==> config.mk <==
export PLATFORM = sky130hd
export DESIGN_NAME = counter_4b_modes
export DESIGN_NICKNAME = d
export VERILOG_FILES = /design/src/rtl/counter_4b_modes.sv
export SDC_FILE = /design/constraint.sdc
export NUM_CORES = 1
export LEC_CHECK = 0
export ABC_CLOCK_PERIOD_IN_PS = 1960
export BUFFER_PORTS_ARGS = -buffer_cell sky130_fd_sc_hd__buf_2
export CAP_MARGIN = 20
export CORE_MARGIN = 2
export CORE_UTILIZATION = 29
export DETAILED_ROUTE_END_ITERATION = 16
export HOLD_SLACK_MARGIN = 0.15
export PLACE_DENSITY = 0.61
export SLEW_MARGIN = 10
export SYNTH_ARGS = -nofsm -noshare
export SYNTH_HDL_FRONTEND = slang
export SYNTH_SLANG_ARGS = --single-unit
==> constraint.sdc <==
create_clock -name CLK -period 1.96 [get_ports CLK]
set_input_delay 0.196 -clock CLK [delete_from_list [all_inputs] [get_ports CLK]]
set_output_delay 0.196 -clock CLK [all_outputs]
set_load 0.01 [all_outputs]
==> src/rtl/counter_4b_modes.sv <==
// Modulo-2^WIDTH counter with +1 / -1 / +3 / load modes.
// RCO flags the cycle after a wrap; VALID sets on the first update after reset.
module counter_4b_modes #(
  parameter int unsigned WIDTH = 4
) (
  input  logic             CLK,
  input  logic             RESET_N,
  input  logic             ENB,
  input  logic [1:0]       MODE,
  input  logic [WIDTH-1:0] D,
  output logic [WIDTH-1:0] Q,
  output logic             RCO,
  output logic             VALID
);

  localparam int unsigned SUM_W = WIDTH + 1;

  localparam logic [1:0] MODE_INC  = 2'b00;
  localparam logic [1:0] MODE_DEC  = 2'b01;
  localparam logic [1:0] MODE_INC3 = 2'b10;
  localparam logic [1:0] MODE_LOAD = 2'b11;

  logic [WIDTH-1:0] cnt_q, cnt_d;
  logic             rco_q, rco_d;
  logic             valid_q, valid_d;
  logic [WIDTH:0]   sum_c;

  // Extended arithmetic: the top bit of sum_c is the carry or borrow out.
  always_comb begin
    cnt_d   = cnt_q;
    rco_d   = 1'b0;
    valid_d = valid_q;
    sum_c   = {1'b0, cnt_q};
    if (ENB) begin
      valid_d = 1'b1;
      case (MODE)
        MODE_INC: begin
          sum_c = {1'b0, cnt_q} + SUM_W'(1);
          cnt_d = sum_c[WIDTH-1:0];
          rco_d = sum_c[WIDTH];
        end
        MODE_DEC: begin
          sum_c = {1'b0, cnt_q} - SUM_W'(1);
          cnt_d = sum_c[WIDTH-1:0];
          rco_d = sum_c[WIDTH];
        end
        MODE_INC3: begin
          sum_c = {1'b0, cnt_q} + SUM_W'(3);
          cnt_d = sum_c[WIDTH-1:0];
          rco_d = sum_c[WIDTH];
        end
        MODE_LOAD: begin
          cnt_d = D;
          rco_d = 1'b0;
        end
        default: begin
          cnt_d = cnt_q;
          rco_d = 1'b0;
        end
      endcase
    end
  end

  always_ff @(posedge CLK or negedge RESET_N) begin
    if (!RESET_N) begin
      cnt_q   <= '0;
      rco_q   <= 1'b0;
      valid_q <= 1'b0;
    end else begin
      cnt_q   <= cnt_d;
      rco_q   <= rco_d;
      valid_q <= valid_d;
    end
  end

  assign Q     = cnt_q;
  assign RCO   = rco_q;
  assign VALID = valid_q;

endmodule

### Word level (Yosys, flattened, before mapping)

Index checks and enable logic that the tools add are counted.

* reductions and logical operators: 1
* eq/ne operators: 3
* add/subtract/negate cells: 3
* mux-type cells: 3

Operators by type and width (number)
* $pmux W4 S4: 1
* $add A4 B1 Y5 const B: 1
* $add A4 B2 Y5 const B: 1
* $sub A4 B1 Y5 const B: 1
* $eq A2 B2 Y1 const B: 2
* $pmux W1 S4: 1
* $eq A2 B1 Y1 const B: 1
* $logic_not A2 Y1: 1
* $mux W1: 1

* output and inout bits: 6
* flip-flop bits (word level): 6

### Longest topological paths before layout

* word-level depth: 3
* mapped depth: 6
* depth with buffers taken out: 6

### Worst setup path before layout

OpenSTA, ideal clock, no wires.

* kind: flip-flop to flip-flop
* from: register cnt_q[0] (netlist: Q[0])
* to: register cnt_q[1] (netlist: Q[1])
* setup slack: 341 ps
* period minus slack after synthesis: 1619 ps
* stages on the path, launching flop included: 7
* arrival time: 1494 ps
* path through: dfrtp_1 inv_1 ha_1 or3_1 o21ai_1 a21oi_1 mux2_4

* cells in the longest elaborated chain, start to end: 2

RTL lines
* start, declared: line 23 `logic [WIDTH-1:0] cnt_q, cnt_d;`
* start signal, assigned: line 70 `cnt_q <= cnt_d;`
* $add A4 B2 Y5, or another cell as far along: line 48 `sum_c = {1'b0, cnt_q} + SUM_W'(3);`
* $pmux W4 S4 (*): line 36 `case (MODE)`

Every way passes the cells marked *; elsewhere a longest branch is shown, timed or not.
A chain may end at the register's enable or synchronous reset.

### Worst setup path after layout

Ends and elaborated chain as after synthesis.

==> impl_metrics.json <==
{
  "synth_warnings": 0,
  "leakage_nw": 0.263,
  "combPwrFrac_pct": 43.4,
  "p_sw_share_pct": 40.9,
  "nNetsFinal": 84,
  "syn_to_final_growth_pct": 18.9,
  "ir_drop_mv": 0.357,
  "yosysUniqueCellTypes": 32,
  "overflow": 0,
  "cp_cell_sequence": "inv_1 -> ha_1 -> or3_1 -> o21ai_1 -> a21oi_1 -> mux2_4",
  "yosys-top-cells-count": "nand2_1 (7), dfrtp_1 (6), o21ai_0 (4), a21oi_1 (3), inv_1 (3)",
  "drive_gt1_share_pct": 26.8,
  "cp_num_buf_inv": 1,
  "antenna-diode-count": 0,
  "hold_viol_final": 0,
  "clkPwrFrac_pct": 18.3,
  "relSlewSlack_pct": 81.4,
  "syn_inst": 57,
  "tns_ns": 0,
  "crit_start": "Q[0]",
  "synth_area_leaders": "dfrtp_1 (31%), nand2_1 (5.4%), ha_1 (5.2%)",
  "rsz0062_at_grt": "no",
  "worstPathArrival_ns": 1.80,
  "synth-main-ff-cell": "dfrtp_1",
  "drtIter0Drc": 8,
  "vias": 440,
  "dr.pass1.iters": 4,
  "setup_viol": 0,
  "track_usage_pct": 11.1,
  "p_sw_mw": 0.249,
  "crit_type": "flop to flop",
  "status": "finished clean",
  "clkTransAtPathRegs_ns": 0.04,
  "reg2reg_depth": 6,
  "dieArea_mm2": 0.00201,
  "netlist_area_um2": 483,
  "avgRoutedWirePerCell_um": 11.8,
  "viasPerCell": 5.06,
  "start_util_pct": 31.3,
  "slew_violations": 0,
  "synth_edf_count": 0,
  "dp_hpwl_um": 797,
  "r2r-start": "Q[0]",
  "power_mw": 0.609,
  "route.detailed.drc": 0,
  "cp_max_fo": 8,
  "numClockSinks": 6,
  "grt_antenna_before_repair": 0,
  "synth_area_leader_cell": "dfrtp_1",
  "synth_most_common_cell": "nand2_1",
  "port_buffers": 14,
  "die_h_um": 44.8,
  "rows": 14,
  "period_minus_slack_ns": 1.68,
  "cp-start-kind": "flop",
  "grt_max_degree": 13,
  "cts_made_buffers": 3,
  "drv_cap": 0,
  "place.gp.congestion": 0.778,
  "io-pin-count": 15,
  "critPathMaxStageDelay_ns": 0.47,
  "totalWireLength_mm": 1.02,
  "clock_latency_ns": 0.24,
  "end_kind": "flop",
  "root_buffer": "clkbuf_4",
  "reg2reg_to": "Q[1]",
  "fin_skew_ns": 0.00236,
  "clock_path_buffers": 2,
  "cpLargestDelayFamily": "flip-flops",
  "worst_slew_pin_slew_ns": 0.279,
  "synthArstFlopShare_pct": 100,
  "seq_area_frac_synth_pct": 31.1,
  "core_mm2": 0.00154,
  "seqPwrFrac_pct": 38.4,
  "grt_pass1_vias": 396,
  "hp-class": "primary input to flop",
  "ant_nets": 0,
  "crit_end": "Q[1]",
  "internal_power_mw": 0.360,
  "ctsResizeCount": 0,
  "timing.final.crit_share_pct": 85.8,
  "rrSetupSlack_ns": 0.28,
  "max_freq_mhz": 595,
  "cellPowerDensity_mw_per_mm2": 1060,
  "synth_top_area_share_pct": 31.1,
  "grt_pass1_wl_mm": 1.67,
  "fill_cells": 165,
  "synth_seq_cells": 6,
  "cts_tree": "yes",
  "crit_cells": 6,
  "syn_nets": 68,
  "h-tree-depth": 1,
  "syn_avg_cell_area_um2": 8.47,
  "die_width_um": 44.8,
  "cp.required_ns": 2.08,
  "cp_slowest_cell": "dfrtp_1"
}
## power by group through the flow
stage,sequential (mW),combinational [mW],clock [mW]
floorplan,0.222,0.211,0
global placement,0.236,0.261,0
detailed placement,0.236,0.266,0
CTS,0.236,0.267,0.117
global route,0.248,0.295,0.124
finish,0.234,0.264,0.111
## metrics by stage
step | area [µm²] | util [%] | setup WS, ns | instances | hold WS, ns
floorplan | 483 | - | 0.341 | 57 | -0.0996
global placement | 542 | 35.1 | 0.333 | 83 | 0.0212
detailed placement | 542 | 35.1 | 0.284 | 83 | 0.0220
CTS | 574 | 37.3 | 0.272 | 87 | 0.226
global route | 574 | 37.3 | 0.216 | 87 | 0.234
finish | 574 | 37.3 | 0.279 | 87 | 0.228
## kinds of logic (layout without fill, tap and decap cells)
group | after synthesis | count (layout) | share of synthesized area [%]
AOI/OAI and AO/OA | 15 | 15 | 18.7
xor gates and xnor gates | 2 | 2 | 3.63
adders and majority gates | 2 | 2 | 5.18
buffers and inverters | 7 | 21 | 8.81
DFF | 6 | 6 | 31.1
muxes | 2 | 2 | 5.18
and+or+nand+nor | 23 | 23 | 27.5
## how the worst min path moves through the flow
stage,startpoint,endpoint,slack (ns),cells after the start
3_5_place_dp,RESET_N,RCO,0.02,1
6_report,D[0],Q[0],0.23,3
4_1_cts,D[0],Q[0],0.23,3
2_1_floorplan,RESET_N,Q[0],-0.1,0
3_3_place_gp,RESET_N,RCO,0.02,1
5_1_grt,D[0],Q[0],0.23,3
## worst register-to-register path: cells and delay by family (launching register included)
family	cells	cell delay (ns)
flops	1	0.47
simple gates	1	0.30
buf+inv	1	0.10
compound gates	2	0.14
mux	1	0.25
fa+ha+maj	1	0.30
## metal layers
metal / vias up / share of wire [%] / track usage, %
li1: 235 / - / -
met1: 192 / 50 / 15.5
met2: 13 / 44 / 17.1
met3: 0 / 6.0 / 3.60
met4: 0 / 0 / 1.76
met5: - / 0 / 0
## cell usage in the layout (no fill, tap or decap), types with 2 or more instances in the layout
master    instances
o21ai_1           2
o21ai_0           4
a21oi_1           3
nor2b_1           2
clkbuf_4          3
ha_1              2
nand2_1           7
dfrtp_1           6
o22ai_1           2
nor2_1            2
or3_1             2
buf_2            14
inv_1             3
## timing repair
| action | 4_1_cts | 5_1_grt |
|---|---|---|
| hold buffers | 1 | 0 |
| hold endpoints to repair | 6 | 0 |
| setup buffers | 0 | 0 |
## registers in the layout (all words and copies together) (netlist names)
register	count
VALID	1
Q	4
RCO	1
## cell type report
class	count	area, µm²	share of cell area, %
flip-flops and latches	6	150	26.1
inverters	3	11.3	1.96
repair buffers	15	80.1	13.9
clock buffers	3	22.5	3.92
well taps	16	20.0	3.49
multi-input cells	44	290	50.5
Power figures use the tool's default switching activity.
